==> config.mk <==
export PLATFORM = sky130hd
export DESIGN_NAME = timer_seq_arb
export DESIGN_NICKNAME = d
export VERILOG_FILES = /design/src/rtl/timer_seq_pkg.sv /design/src/rtl/rr_arbiter.sv /design/src/rtl/timer_seq_arb.sv
export SDC_FILE = /design/constraint.sdc
export NUM_CORES = 1
export LEC_CHECK = 0
export BUFFER_PORTS_ARGS = -buffer_cell sky130_fd_sc_hd__buf_2
export CELL_PAD_IN_SITES_DETAIL_PLACEMENT = 1
export CELL_PAD_IN_SITES_GLOBAL_PLACEMENT = 1
export CORE_MARGIN = 2
export CORE_UTILIZATION = 30
export DETAILED_ROUTE_END_ITERATION = 6
export PLACE_DENSITY_LB_ADDON = 0.1
export SLEW_MARGIN = 20
export SYNTH_ARGS = -nofsm -noshare
export SYNTH_HDL_FRONTEND = slang
export SYNTH_SLANG_ARGS = --single-unit
==> constraint.sdc <==
create_clock -name clk -period 2.4 [get_ports clk]
set_input_delay 0 -clock clk [delete_from_list [all_inputs] [get_ports clk]]
set_output_delay 0 -clock clk [all_outputs]
set_load 0.03 [all_outputs]
==> src/rtl/timer_seq_pkg.sv <==
// Shared definitions for the timer sequencer: FSM state codes, the start
// pattern the timer looks for, and the width of one client's delay field.
package timer_seq_pkg;

    localparam int         DELAY_W       = 4;
    localparam logic [3:0] START_PATTERN = 4'b1101;

    typedef enum logic [2:0] {
        IDLE      = 3'd0,
        SEND      = 3'd1,
        WAIT_CNT  = 3'd2,
        WAIT_DONE = 3'd3,
        ACK       = 3'd4,
        ERR       = 3'd5
    } state_t;

endpackage

==> src/rtl/rr_arbiter.sv <==
// Combinational round-robin winner search. The scan starts one position
// after rr_ptr and wraps at NREQ, so the last owner becomes lowest priority.
module rr_arbiter #(
    parameter int NREQ = 4,
    parameter int PW   = (NREQ > 1) ? $clog2(NREQ) : 1
) (
    input  logic [NREQ-1:0] req,
    input  logic [PW-1:0]   rr_ptr,
    output logic [NREQ-1:0] onehot,
    output logic [PW-1:0]   index,
    output logic            valid
);

    // First set request at distance 1..NREQ from the pointer wins.
    always_comb begin
        onehot = '0;
        index  = '0;
        valid  = 1'b0;
        for (int off = 1; off <= NREQ; off++) begin
            for (int i = 0; i < NREQ; i++) begin
                if (!valid && req[i] && (i == ((int'(rr_ptr) + off) % NREQ))) begin
                    valid     = 1'b1;
                    onehot[i] = 1'b1;
                    index     = PW'(i);
                end
            end
        end
    end

endmodule

==> src/rtl/timer_seq_arb.sv <==
// Round-robin front end for a single shared timer. A granted client's delay
// is framed behind the start pattern and shifted out MSB first; the FSM then
// follows the timer through counting/done, handshakes ack and pulses fin.
module timer_seq_arb
    import timer_seq_pkg::*;
#(
    parameter int NREQ        = 4,
    parameter int CNT_TIMEOUT = 4,
    parameter int ACK_TIMEOUT = 8
) (
    input  logic                    clk,
    input  logic                    reset,
    input  logic [NREQ-1:0]         req,
    input  logic [DELAY_W*NREQ-1:0] delay_in,
    output logic [NREQ-1:0]         grant,
    output logic [NREQ-1:0]         fin,
    output logic                    busy,
    output logic                    err,
    output logic                    timer_data,
    output logic                    timer_ack,
    input  logic                    timer_counting,
    input  logic                    timer_done
);

    localparam int PW      = (NREQ > 1) ? $clog2(NREQ) : 1;
    localparam int TMO_MAX = (CNT_TIMEOUT > ACK_TIMEOUT) ? CNT_TIMEOUT : ACK_TIMEOUT;
    localparam int TMO_W   = $clog2(TMO_MAX) + 1;

    state_t             state_reg,   state_next;
    logic [NREQ-1:0]    grant_reg,   grant_next;
    logic [NREQ-1:0]    fin_reg,     fin_next;
    logic               err_reg,     err_next;
    logic [7:0]         shreg_reg,   shreg_next;
    logic [2:0]         bit_cnt_reg, bit_cnt_next;
    logic [TMO_W-1:0]   tmo_reg,     tmo_next;
    logic [PW-1:0]      rr_ptr_reg,  rr_ptr_next;

    logic [NREQ-1:0]    win_onehot;
    logic [PW-1:0]      win_idx;
    logic               win_valid;
    logic [DELAY_W-1:0] delay_arr [NREQ];

    genvar gi;
    generate
        for (gi = 0; gi < NREQ; gi++) begin : g_delay
            assign delay_arr[gi] = delay_in[gi*DELAY_W +: DELAY_W];
        end
    endgenerate

    rr_arbiter #(
        .NREQ (NREQ),
        .PW   (PW)
    ) u_arb (
        .req    (req),
        .rr_ptr (rr_ptr_reg),
        .onehot (win_onehot),
        .index  (win_idx),
        .valid  (win_valid)
    );

    // State register; everything the pins see drops as soon as reset asserts.
    always_ff @(posedge clk or negedge reset) begin
        if (!reset) begin
            state_reg   <= IDLE;
            grant_reg   <= '0;
            fin_reg     <= '0;
            err_reg     <= 1'b0;
            shreg_reg   <= '0;
            bit_cnt_reg <= '0;
            tmo_reg     <= '0;
            rr_ptr_reg  <= PW'(NREQ - 1);
        end else begin
            state_reg   <= state_next;
            grant_reg   <= grant_next;
            fin_reg     <= fin_next;
            err_reg     <= err_next;
            shreg_reg   <= shreg_next;
            bit_cnt_reg <= bit_cnt_next;
            tmo_reg     <= tmo_next;
            rr_ptr_reg  <= rr_ptr_next;
        end
    end

    // Next-state logic: arbitrate, shift the frame, then track the timer.
    always_comb begin
        state_next   = state_reg;
        grant_next   = grant_reg;
        fin_next     = '0;
        err_next     = err_reg;
        shreg_next   = shreg_reg;
        bit_cnt_next = bit_cnt_reg;
        tmo_next     = tmo_reg;
        rr_ptr_next  = rr_ptr_reg;

        case (state_reg)
            IDLE: begin
                if (win_valid && !err_reg) begin
                    grant_next   = win_onehot;
                    shreg_next   = {START_PATTERN, delay_arr[win_idx]};
                    rr_ptr_next  = win_idx;
                    bit_cnt_next = '0;
                    state_next   = SEND;
                end
            end
            SEND: begin
                shreg_next   = {shreg_reg[6:0], 1'b0};
                bit_cnt_next = bit_cnt_reg + 3'd1;
                if (bit_cnt_reg == 3'd7) begin
                    tmo_next   = '0;
                    state_next = WAIT_CNT;
                end
            end
            WAIT_CNT: begin
                // done before counting means the timer is out of step with us
                if (timer_done) begin
                    grant_next = '0;
                    err_next   = 1'b1;
                    state_next = ERR;
                end else if (timer_counting) begin
                    state_next = WAIT_DONE;
                end else if (tmo_reg == TMO_W'(CNT_TIMEOUT - 1)) begin
                    grant_next = '0;
                    err_next   = 1'b1;
                    state_next = ERR;
                end else begin
                    tmo_next = tmo_reg + 1'b1;
                end
            end
            WAIT_DONE: begin
                // no timeout here: a full-length count is thousands of cycles
                if (timer_done) begin
                    tmo_next   = '0;
                    state_next = ACK;
                end
            end
            ACK: begin
                if (!timer_done) begin
                    fin_next   = grant_reg;
                    grant_next = '0;
                    state_next = IDLE;
                end else if (tmo_reg == TMO_W'(ACK_TIMEOUT - 1)) begin
                    grant_next = '0;
                    err_next   = 1'b1;
                    state_next = ERR;
                end else begin
                    tmo_next = tmo_reg + 1'b1;
                end
            end
            ERR: begin
                grant_next = '0;
                err_next   = 1'b1;
            end
            default: begin
                grant_next = '0;
                state_next = IDLE;
            end
        endcase
    end

    assign grant      = grant_reg;
    assign fin        = fin_reg;
    assign err        = err_reg;
    assign busy       = (state_reg != IDLE);
    // data is forced low outside SEND so the timer never sees a stray frame
    assign timer_data = (state_reg == SEND) & shreg_reg[7];
    assign timer_ack  = (state_reg == ACK);

endmodule

==> metrics.md, run 1 <==
| Metric | Value |
|---|---|
| Fmax | 0.504 GHz |
| Slew Limit Fails | 0 |
| Share of layout cells above drive strength 1 | 32.4% |
| Hold depth | 4 |
| YS warnings | 0 |
| Routed wire length | 4610 microns |
| Non-Filler Instances | 294 |
| Post-route setup slack | 0.414 ns |
| Met2 usage | 28.7% |
| HPWL Detailed | 3440 microns |
| Chip Height | 81.0 microns |
| Placed cell count | 285 |
| EDFF count, synth | 0 |
| RSZ-0062 raised after global routing | no |
| M1 GR Usage | 18.4% |
| Hold Crit Start | delay_in[10] |
| Core area | 5820 sq um |
| CTS H-tree lvls | 2 |
| Nets | 245 |
| ANT nets after route | 0 |
| Die area | 6560 sq um |
| Post-synth top area share | 38.0% |
| Worst-margin pin slew | 0.686 ns |
| TNS Setup | 0 ns |
| Peak VDD IR | 465 uV |
| Clk buf depth | 2 |
| Leakage | 1.01 nW |
| Element type at the critical path start | flip-flop |
| Gr usage total | 15.9% |
| Setup crit end kind | flip-flop |
| Port bufs | 35 |
| Syn_nets | 208 |
| CTS tree | done |
| GPL Wtd Cong | 0.776 |
| Cell Rows | 28 |
| Filler cells | 718 |
| First-pass GRT wire length | 8010 microns |
| I/O pin cnt | 36 |
| Syn Std Cell Area | 1780 sq um |
| Clk_skew | 0.00821 ns |
| Area of the multi-input gates | 966 sq um |
| Initial antenna violation count | 0 |
| FF-to-FF path depth | 5 |
| Pin count of the biggest net entering global routing | 30 |
| Seq cells post-synth | 29 |
| Final hold viol count | 0 |
| Reg2reg start | state_reg[2] |
| Antenna diodes | 0 |
| Cell count after synthesis | 181 |
| Worst Hold Slack | 0.103 ns |
| Status | complete, no violations |
| Post-synthesis sequential area ratio | 40.9% |
| Worst EP required | 2.56 ns |
| Vias in the first global route | 1660 |
| Max FFs per register | 8 |
| Vias | 1499 |
| Crit path DAT | 2.15 ns |
| Fin crit share | 82.7% |
| Synth-to-layout area growth | 18.3% |
| Initial Util | 30.6% |
| CTS root buffer | clkbuf_8 |
| Yosys top cell by area | dfrtp_1 |
| Clk slew on worst S/H paths | 0.07 ns |
| Seq. cell area | 728 sq um |
| Max_slew headroom | 54.2% |
| WHS Endpoint | shreg_reg[2] |
| Cts bufs inserted | 5 |
| Die span in x | 81.0 microns |
| Ys async rst share | 100% |
| Worst skew pair latency | 0.28 ns |
| DRC | 0 |
| Vias per Instance | 5.10 |
| Top FF cell, synth | dfrtp_1 |
| Power Density | 971 nW/um^2 |
| Final Power | 2.04 mW |
| Worst min path class | primary input to flip-flop |
| Drt initial violations | 48 |
| Setup CP Type | flip-flop to flip-flop |
| Yosys cell types | 48 |
| Post-DR wirelength/cell | 15.7 microns |
| Final Setup Violations | 0 |
| Dpl ws | 0.416 ns |
| Largest cells by area after synthesis | dfrtp_1 (38%), mux2_2 (6.3%), o21ai_0 (3.9%) |
| Tmin final | 1.99 ns |
| Synth Area per Inst | 9.83 sq um |
| DRT Pass-1 Iters | 4 |
| Most used routing layer | met2 |
| GR Util met3 | 4.00% |
| Flop-to-flop setup slack | 0.41 ns |
| Max-Cap Viols | 0 |
| Clock Sinks | 29 |
| Grt ovf | 0 |
| Worst Path Max Fanout | 11 |
| Worst r2r dst | shreg_reg[0] |
[how the worst max path moves through the flow]
| stage | startpoint | end | slack [ns] | cells after the start |
|---|---|---|---|---|
| 6_report | state_reg[2] | shreg_reg[0] | 0.41 | 5 |
| 5_1_grt | state_reg[0] | timer_data | 0.23 | 5 |
| 4_1_cts | rr_ptr_reg[1] | shreg_reg[1] | 0.39 | 5 |
| 3_5_place_dp | state_reg[2] | shreg_reg[0] | 0.42 | 5 |
| 3_3_place_gp | rr_ptr_reg[0] | shreg_reg[0] | 0.47 | 5 |
| 2_1_floorplan | rr_ptr_reg[0] | shreg_reg[0] | 0.39 | 5 |
[worst max-delay path, cell delays in order, from the launching register on]
cell,delay (ns)
dfrtp_1,0.52
nor3_4,0.28
inv_2,0.09
or3_1,0.49
and3_1,0.24
a311o_1,0.26
[repair_timing]
item / CTS / global route
hold buffers: 1 / 0
gates resized for setup: 0 / 0
hold endpoints to repair: 27 / 0
buffers inserted: 0 / 0
[metal layers]
metal / wire [microns] / part of all wire (%)
met1: 2030 / 44
met2: 2340 / 51
met3: 179 / 3.9
met4: 65 / 1.4
met5: 0 / 0
[cells by family after synthesis]
group | share of synthesized area (%)
buffers and inverters | 4.78
AND/OR/NAND/NOR | 26.1
multiplexers | 9.14
flip-flops | 40.9
AO/OA/AOI/OAI | 16.9
adder cells (fa/ha/maj) | 2.11
[area by class of cell]
type,instances,area share (%)
inverter,7,1.25
multi-input combinational,136,45.9
timing repair buffer,39,9.87
sequential,29,34.6
tap,75,4.46
clock inverter,2,0.476
clock buffer,6,3.45
[cells in the mapped netlist (5+ instances only)]
cell / count
a21oi_1: 8
and2_1: 5
nor3_1: 5
nand3_1: 9
nand2_1: 11
mux2i_1: 5
dfrtp_1: 27
inv_1: 6
o21ai_0: 14
nor2_1: 9
or3_1: 5
mux2_2: 10
[power by group]
part / internal, mW / switching, mW / leakage, nW / total [mW]
registers: 0.615 / 0.153 / 0.374 / 0.767
clock network: 0.201 / 0.191 / 0.0450 / 0.391
logic: 0.378 / 0.508 / 0.594 / 0.886
total: 1.19 / 0.852 / 1.01 / 2.04
[through the flow]
| stage | area [sq um] | utilization (%) |
|---|---|---|
| after global placement | 2010 | 34.6 |
| after CTS | 2100 | 36.2 |
| after floorplan | 1780 | - |
| final | 2100 | 36.2 |
| after detailed placement | 2010 | 34.6 |
| after global routing | 2100 | 36.2 |
[layout by cell type, fill, tap and decap left out, types with 3 or more instances in the layout]
cell type,Yosys,layout
and2_1,5,5
o22a_1,3,3
dfrtp_1,27,27
and3_2,3,3
nor2b_1,4,4
o31ai_1,3,3
and3_1,3,3
nand2b_1,3,3
clkbuf_8,0,5
mux2i_1,5,5
a22o_1,3,3
nor4_1,3,3
nand3b_1,4,4
or3_1,5,5
inv_1,6,6
buf_4,0,3
mux2_2,10,10
nand2_1,11,11
nor2_1,9,9
a21oi_1,8,8
o21ai_0,14,14
ha_1,3,3
nand3_1,9,9
buf_2,2,35
nor3_1,5,5
Note: power is estimated with default switching activity, not from simulation.
==> inputs of run 2 (changes only) <==
==> constraint.sdc (replaced) <==
create_clock -name clk -period 1.8 [get_ports clk]
set_input_delay 0 -clock clk [delete_from_list [all_inputs] [get_ports clk]]
set_output_delay 0 -clock clk [all_outputs]
set_load 0.03 [all_outputs]
==> metrics.md, run 2 (same netlist as run 1, synthesis figures left out) <==
| Metric | Value |
|---|---|
| Status | complete, no violations |
| Vias per Instance | 5.11 |
| Element type at the critical path start | flip-flop |
| CTS root buffer | clkbuf_8 |
| Net Sw Power | 1.28 mW |
| Crit path DAT | 1.90 ns |
| Cell Rows | 28 |
| Reg power frac | 29.5% |
| Clock Sinks | 29 |
| Synth-to-layout area growth | 36.2% |
| Leading cell types in the layout, fill and taps excluded | buf_2 (34), dfrtp_1 (25), buf_4 (25) |
| Fin crit share | 96.5% |
| Peak VDD IR | 570 uV |
| Port bufs | 35 |
| GPL Wtd Cong | 0.798 |
| Power Density | 1370 nW/um^2 |
| First-pass GRT wire length | 8350 microns |
| Clk_skew | 0.00631 ns |
| Flop-to-flop setup slack | 0.06 ns |
| CTS H-tree lvls | 2 |
| Delay-heaviest family, CP | simple AND/OR/NAND/NOR gates |
| Final Power | 3.31 mW |
| RSZ-0062 raised after global routing | yes |
| HPWL Detailed | 3720 microns |
| Cts bufs inserted | 5 |
| Worst min path class | primary input to flip-flop |
| Worst EP required | 1.96 ns |
| Routed wire length | 4940 microns |
| Chip Height | 81.0 microns |
| DRC | 0 |
| Gr usage total | 16.7% |
| Clk slew on worst S/H paths | 0.07 ns |
| Post-route setup slack | 0.0629 ns |
| Die area | 6560 sq um |
| Antenna diodes | 0 |
| Worst skew pair latency | 0.28 ns |
| Int Power | 2.04 mW |
| Pin count of the biggest net entering global routing | 30 |
| Max incr delay on CP | 0.43 ns |
| Post-DR wirelength/cell | 15.5 microns |
| Worst Path Max Fanout | 7 |
| CTS tree | done |
| Share of layout cells above drive strength 1 | 46.3% |
| Core area | 5820 sq um |
| Max_slew headroom | 52.4% |
| Leakage | 1.16 nW |
| Worst-margin pin slew | 0.713 ns |
| DRT Pass-1 Iters | 4 |
| Slew Limit Fails | 0 |
| Setup CP Type | flip-flop to flip-flop |
| Fmax | 0.576 GHz |
| Worst Hold Slack | 0.106 ns |
| Clk buf depth | 2 |
| Initial antenna violation count | 0 |
| Grt ovf | 0 |
| Worst path cell trace | buf_6, and2b_2, buf_4, or3_4, mux2_2 |
| Die span in x | 81.0 microns |
| Final Setup Violations | 0 |
| Slowest CP cell | dfrtp_1 |
| ANT nets after route | 0 |
| Vias in the first global route | 1770 |
| Vias | 1630 |
| Dpl ws | -0.0369 ns |
| Drt initial violations | 31 |
| Nets | 270 |
| Most common cell after layout, fill and taps aside | buf_2 |
| Net Sw Frac | 38.5% |
| I/O pin cnt | 36 |
| Max FFs per register | 8 |
| Max-Cap Viols | 0 |
| Setup crit end kind | flip-flop |
| Clk pwr share | 18.1% |
| Tmin final | 1.74 ns |
| WP buf/inv | 2 |
| Combinational power share | 52.3% |
| Initial Util | 30.6% |
| Final hold viol count | 0 |
[run 2: changes by cell type in the layout (fill, tap and decap cells not counted), sizes merged]
cell    delta
clkbuf     +1
buf       +25
clkinv     -1
[run 2: cell type report]
type | instances | area (sq um)
clock inverter | 1 | 5.00
inverter | 7 | 28.8
timing repair buffer | 64 | 422
clock buffer | 7 | 96.3
fill | 693 | 3390
sequential | 29 | 731
multi-input combinational | 136 | 1050
tap | 75 | 93.8
[run 2: routing by layer]
metal | up-vias | GRT usage [%] | wire length [microns]
met2 | 29 | 29.5 | 2570
met4 | 0 | 5.08 | 50
met1 | 809 | 20.1 | 2150
met5 | - | 0 | 0
li1 | 786 | - | -
met3 | 6 | 4.00 | 165
[run 2: worst paths after layout]
| check | startpoint | end | cells past startpoint |
|---|---|---|---|
| worst max-delay path | state_reg[0] | grant[3] | 5 |
| worst min-delay path | delay_in[8] | shreg_reg[0] | 3 |
| worst max register to register | state_reg[0] | grant[3] | 5 |
| worst min register to register | shreg_reg[7] | shreg_reg[7] | 1 |
| max in group asynchronous | reset | state_reg[1] | 2 |
| min in group asynchronous | reset | shreg_reg[1] | 2 |
[run 2: power by group through the flow]
stage / Clock [mW] / Combinational (mW) / Sequential [mW]
finish: 0.601 / 1.73 / 0.978
global route: 0.668 / 1.92 / 1.00
global placement: 0 / 1.53 / 0.962
floorplan: 0 / 0.964 / 0.992
CTS: 0.634 / 1.67 / 0.972
detailed placement: 0 / 1.58 / 0.977
[run 2: per-stage QoR]
stage                     cell area [sq um]  instances  utilization [%]  TNS (ns)
after floorplan                        1820        181                -   -0.0302
after global placement                 2200        305             37.9   -0.0136
after detailed placement               2200        305             37.9    -0.153
after CTS                              2350        315             40.5  -0.00535
after global routing                   2420        319             41.7   -0.0752
final                                  2420        319             41.7         0
[run 2: worst min-delay path: stages]
cell and delay (ns):
buf_2 0.08, mux2_4 0.13, a311o_1 0.15
[run 2: what timing repair did]
action / CTS / global route
buffers inserted: 1 / 5
resized for setup: 9 / 12
hold buffers: 1 / 0
endpoints found under the hold margin: 27 / 0
setup endpoints to repair: 12 / 14
cloned: 0 / 0
pin swaps: 4 / 2
